--- config.mk ---
export PLATFORM = sky130hd
export DESIGN_NAME = vga_sync_gen
export DESIGN_NICKNAME = d
export VERILOG_FILES = /design/src/rtl/vga_sync_gen.sv
export SDC_FILE = /design/constraint.sdc
export NUM_CORES = 1
export LEC_CHECK = 0
export ABC_AREA = 1
export CORE_MARGIN = 2
export CORE_UTILIZATION = 47
export CTS_BUF_LIST = sky130_fd_sc_hd__clkbuf_2 sky130_fd_sc_hd__clkbuf_4 sky130_fd_sc_hd__clkbuf_8
export DETAILED_ROUTE_END_ITERATION = 6
export PLACE_DENSITY = 0.71
export SLEW_MARGIN = 20
export SYNTH_ARGS = -nofsm -noshare
export SYNTH_HDL_FRONTEND = slang
export SYNTH_SLANG_ARGS = --single-unit
--- constraint.sdc ---
create_clock -name clk -period 4.3 [get_ports clk]
set_clock_uncertainty 0.1 [all_clocks]
set_input_delay 1.075 -clock clk [delete_from_list [all_inputs] [get_ports clk]]
set_output_delay 1.075 -clock clk [all_outputs]
set_load 0.005 [all_outputs]
--- src/rtl/vga_sync_gen.sv ---
// vga_sync_gen: 640x480 VGA timing generator with a clk-to-pixel tick divider.
// Counters, syncs and video_on are all registered and load together on each tick.
module vga_sync_gen #(
    parameter int HD       = 640,
    parameter int HF       = 16,
    parameter int HR       = 96,
    parameter int HB       = 48,
    parameter int VD       = 480,
    parameter int VF       = 10,
    parameter int VR       = 2,
    parameter int VB       = 33,
    parameter int TICK_DIV = 4
) (
    input  logic       clk,
    input  logic       reset,
    output logic       p_tick,
    output logic [9:0] pix_x,
    output logic [9:0] pix_y,
    output logic       video_on,
    output logic       hsync,
    output logic       vsync,
    output logic       frame_end
);
    localparam int DW = TICK_DIV > 1 ? $clog2(TICK_DIV) : 1;
    localparam logic [DW-1:0] DLAST = DW'(TICK_DIV - 1);
    localparam logic [9:0] HMAX = 10'(HD + HF + HR + HB - 1);
    localparam logic [9:0] VMAX = 10'(VD + VF + VR + VB - 1);
    localparam logic [9:0] HS0  = 10'(HD + HF);
    localparam logic [9:0] HS1  = 10'(HD + HF + HR - 1);
    localparam logic [9:0] VS0  = 10'(VD + VF);
    localparam logic [9:0] VS1  = 10'(VD + VF + VR - 1);
    localparam logic [9:0] HDL  = 10'(HD);
    localparam logic [9:0] VDL  = 10'(VD);

    logic [DW-1:0] div_q, div_d;
    logic [9:0]    pix_x_q, pix_x_d, pix_y_q, pix_y_d;
    logic          run_q, run_d, p_tick_q, p_tick_d, video_on_q, video_on_d;
    logic          hsync_q, hsync_d, vsync_q, vsync_d, frame_end_q, frame_end_d;
    logic          tick, adv;

    // The first tick after reset only presents (0,0); later ticks advance.
    always_comb begin
        tick        = div_q == DLAST;
        adv         = tick & run_q;
        div_d       = tick ? '0 : div_q + 1'b1;
        run_d       = run_q | tick;
        pix_x_d     = !adv ? pix_x_q : (pix_x_q == HMAX ? '0 : pix_x_q + 10'd1);
        pix_y_d     = !(adv && pix_x_q == HMAX) ? pix_y_q : (pix_y_q == VMAX ? '0 : pix_y_q + 10'd1);
        p_tick_d    = tick;
        frame_end_d = adv && pix_x_q == HMAX && pix_y_q == VMAX;
        hsync_d     = tick ? !(pix_x_d >= HS0 && pix_x_d <= HS1) : hsync_q;
        vsync_d     = tick ? !(pix_y_d >= VS0 && pix_y_d <= VS1) : vsync_q;
        video_on_d  = tick ? (pix_x_d < HDL && pix_y_d < VDL) : video_on_q;
    end

    always_ff @(posedge clk or posedge reset) begin
        if (reset) begin
            div_q       <= '0;
            run_q       <= 1'b0;
            pix_x_q     <= '0;
            pix_y_q     <= '0;
            p_tick_q    <= 1'b0;
            video_on_q  <= 1'b0;
            hsync_q     <= 1'b1;
            vsync_q     <= 1'b1;
            frame_end_q <= 1'b0;
        end else begin
            div_q       <= div_d;
            run_q       <= run_d;
            pix_x_q     <= pix_x_d;
            pix_y_q     <= pix_y_d;
            p_tick_q    <= p_tick_d;
            video_on_q  <= video_on_d;
            hsync_q     <= hsync_d;
            vsync_q     <= vsync_d;
            frame_end_q <= frame_end_d;
        end
    end

    assign p_tick    = p_tick_q;
    assign pix_x     = pix_x_q;
    assign pix_y     = pix_y_q;
    assign video_on  = video_on_q;
    assign hsync     = hsync_q;
    assign vsync     = vsync_q;
    assign frame_end = frame_end_q;
endmodule

* Word-level counts from Yosys, hierarchy flattened *
Cells that the tools add are included.

word-level totals
  bits in registers = 28
  input port bits = 2

cells by class
  magnitude comparators = 6
  eq/ne operators = 3
  add/subtract/negate cells = 3
  muxes and demuxes = 5
  bitwise operators = 2
  reductions and logical operators = 7

operators by type and width
  cell                   count
  $mux 10                4
  $add 10x1->10 const B  2
  $eq 10x10->1 const B   2
  $ge 10x10->1 const B   1
  $ge 10x9->1 const B    1
  $le 10x10->1 const B   1
  $le 10x9->1 const B    1
  $lt 10x10->1 const B   1
  $lt 10x9->1 const B    1
  $logic_and 1x1->1      5
  $add 2x1->2 const B    1
  $eq 2x2->1 const B     1
  $logic_not 1->1        2
  $mux 2                 1
  $and 1x1->1            1
  $or 1x1->1             1

* Longest topological paths before layout *
  depth after elaboration = 7
  gate-level depth with buffers = 15
  mapped depth without buffers = 13

* Worst setup path after synthesis *
OpenSTA, ideal clock, no wires.

  kind = reg2reg
  start point = register div_q[0]
  end point = register video_on_q (netlist: video_on)
  data arrival time = 1.586 ns
  setup slack = 2.496 ns
  clock period less this slack = 1.804 ns
  stages on the path, launching flop included = 15
  buffers on the path = 2
  cell sequence = dfrtp_1 > ha_1 > buf_6 > nand2_8 > nor2_8 > nand2_4 > nor2_8 > inv_2 > buf_6 > nand2_2 > nand2_2 > nor2_1 > nand3_1 > nand3_1 > nand2_1

between the ends
  cells in the longest elaborated chain, start to end = 6
  elaborated cells between the ends (all ways) = 8

RTL lines
  item                      line  source
  start: declaration        35    logic [DW-1:0] div_q, div_d;
  start signal: assignment  68    div_q <= div_d;
  $eq 2x2->1 (*)            43    tick = div_q == DLAST;
  via p_tick_d              37    logic run_q, run_d, p_tick_q, p_tick_d, video_on_q, video_on_d;
  $and 1x1->1               44    adv = tick & run_q;
  $logic_and 1x1->1         48    pix_y_d = !(adv && pix_x_q == HMAX) ? pix_y_q : (pix_y_q == VMAX ? '0 : pix_y_q + 10'd1);
  $mux 10                   48
  $lt 10x9->1               53    video_on_d = tick ? (pix_x_d < HDL && pix_y_d < VDL) : video_on_q;
  $logic_and 1x1->1         53
  end signal: assignment    73    video_on_q <= video_on_d;
  end: declaration          37

Mark *: on every way through the listed nets, which the timed path passes. The rest lies on a longest branch.
A chain may end at the register's enable or synchronous reset.

* Final worst setup path *
  start point = register pix_y_q[4] (netlist: pix_y[4])
  end point = output port pix_y[4]

RTL lines
  item                      line  source
  start: declaration        36    logic [9:0] pix_x_q, pix_x_d, pix_y_q, pix_y_d;
  start signal: assignment  71    pix_y_q <= pix_y_d;
  end: declaration          18    output logic [9:0] pix_y,

No word-level cell between the ends.

==> impl_metrics.ini <==
[grt]
antenna_found_initial = 0
grt_usage = 0.179
grt_max_degree = 29
grt_pass1_vias = 1358
overflow = 0
grt_pass1_wl_mm = 5.93

[clocking]
clkLatencyLatePin_ns = 0.33
clock_sinks = 28
cts_setup_buffers = 0
h-tree-depth = 1
cts_buffers = 3
cts-root-buf = clkbuf_4
cts_hold_buffers = 0
cts_tree = built
clk_pin_slew_worst_paths_ns = 0.15
clockBufferDepth = 2
cts-resized-gates = 0

[sta]
fin_crit_ns = 2.60
fmax_mhz = 384
tightest_slew_ns = 0.574
finalSetupViolations = 0
slew-limit-headroom = 0.617
rsz0062_at_grt = false
hold_violations = 0
holdWs_ns = 0.344
worst_slack_ns = 1.70
min_period_over_period = 0.605
drv_slew = 0
tns_ns = 0

[logic_synthesis]
syn_avg_cell_area_um2 = 7.42
synth_edf_count = 0
synth_cell_types = 29
synth_seq_cells = 28
async_flop_share = 1.00
ys.flop_type = dfrtp_1
synth_nets = 236
postSynthCellCount = 230
synth_area_um2 = 1710
yosysWarnings = 0
ys_seq_area_frac = 0.412

[placed_design]
dp_hpwl_mm = 2.49
portBuffers = 26
dp_slack_ns = 1.83
place_area_um2 = 1990
place.gp.congestion = 0.761

[route]
vias = 1444
routed_via_density = 4.78
drtIter0Drc = 57
drc = 0
drtAntennaViolNets = 0
wl_mm = 3.29
routedWlPerCell_um = 10.9
dr.pass1.iters = 4

[floorplan]
boundaryPins = 27
design.core.area_um2 = 3420
start_util = 0.500
die-height_um = 64.3
row_count = 21
die_w_um = 64.3
die-area_um2 = 4130

[final_layout]
mostFrequentLayoutCells = nand2_1 (59), inv_1 (42), nor2_1 (30)
post_route_cells_drive_above_1_share = 0.0938
final_area_um2 = 2040
diodes = 0
fill_cells = 329
finalNetCount = 263
multi_input_area_um2 = 797
sequential_cell_area_um2 = 703
area_delta_synth_final_pct = 19.5
final_common_cell = nand2_1

[power]
peakVddDrop_mv = 0.265
total_power_uw = 441
powerDensity_nw_per_um2 = 216
cellLeakagePower_nw = 1.07

[setup_path]
crit_type = reg2out
cp_max_fo = 9
max_stage_delay_ns = 0.58
reg2reg_depth = 12
crit_family = buffers and inverters
critPathLaunchType = flip-flop
required_ns = 3.12
cp-end-kind = output pin
crit_chain = clkdlybuf4s50_1
critical_path_depth = 1
crit_buf_inv = 1
worstPathArrival_ns = 1.43
crit_slowest_cell = clkdlybuf4s50_1
regToRegSetupSlack_ns = 1.97

[worst_hold_path]
hold_path.class = reg2reg
hold_path_depth = 1

[job]
cap_violations = 0

[status]
status = finished, final reports clean
## flip-flops by register name, summed over array words and instances (netlist names)
signal	cells
div_q	2
hsync	1
p_tick	1
vsync	1
frame_end	1
pix_y	10
pix_x	10
video_on	1
run_q	1
## routing by layer
layer | vias to the layer above | wire length [um] | track usage
li1 | 762 | - | -
met1 | 663 | 1650 | 0.249
met2 | 17 | 1500 | 0.293
met3 | 2 | 123 | 0.0405
met4 | 0 | 12 | 0.0239
met5 | - | 0 | 0
## worst paths after layout
path                          start       end
max                        pix_y[4]  pix_y[4]
min                        div_q[0]  div_q[0]
max reg2reg                div_q[0]  video_on
min reg2reg                div_q[0]  div_q[0]
max in group asynchronous     reset     hsync
min in group asynchronous     reset  pix_y[2]
## where the power goes
part	internal, mW	leakage (nW)	switching [mW]	total, mW
Clock	0.0943	0.0279	0.0773	0.172
Sequential	0.264	0.354	0	0.264
Combinational	0.000878	0.688	0.00502	0.00590
Total	0.359	1.07	0.0823	0.441
## Yosys cell counts, types with 3 or more instances
| cell | n | share of area |
|---|---|---|
| nand4_1 | 7 | 0.026 |
| xor2_1 | 3 | 0.015 |
| buf_6 | 3 | 0.020 |
| o21ai_0 | 4 | 0.012 |
| inv_1 | 43 | 0.095 |
| dfrtp_1 | 26 | 0.38 |
| nor2_1 | 30 | 0.066 |
| nand2_2 | 3 | 0.011 |
| nand2_1 | 59 | 0.13 |
| o21ai_1 | 3 | 0.0088 |
| ha_1 | 4 | 0.029 |
| nand3_1 | 20 | 0.059 |
## layout make-up
type	instances	share of cell area
Inverter	45	0.0828
Timing Repair Buffer	26	0.128
Sequential cell	28	0.345
Clock buffer	3	0.0110
Clock inverter	1	0.0147
Tap cell	46	0.0282
Multi-Input combinational cell	153	0.391
## stage by stage
stage / cells / utilization
final: 302 / 0.597
after floorplan: 230 / -
after global routing: 302 / 0.597
after global placement: 298 / 0.582
after CTS: 302 / 0.597
after detailed placement: 298 / 0.582
## kinds of logic (layout without fill, tap and decap cells)
| group | Yosys count | count (layout) | share of synthesized area |
|---|---|---|---|
| flip-flops | 28 | 28 | 0.412 |
| buffers and inverters | 49 | 75 | 0.121 |
| XOR/XNOR | 3 | 3 | 0.0154 |
| adder cells (fa/ha/maj) | 4 | 4 | 0.0293 |
| AND/OR/NAND/NOR | 132 | 132 | 0.375 |
| AO/OA/AOI/OAI | 14 | 14 | 0.0469 |
(Power assumes the default switching activity.)
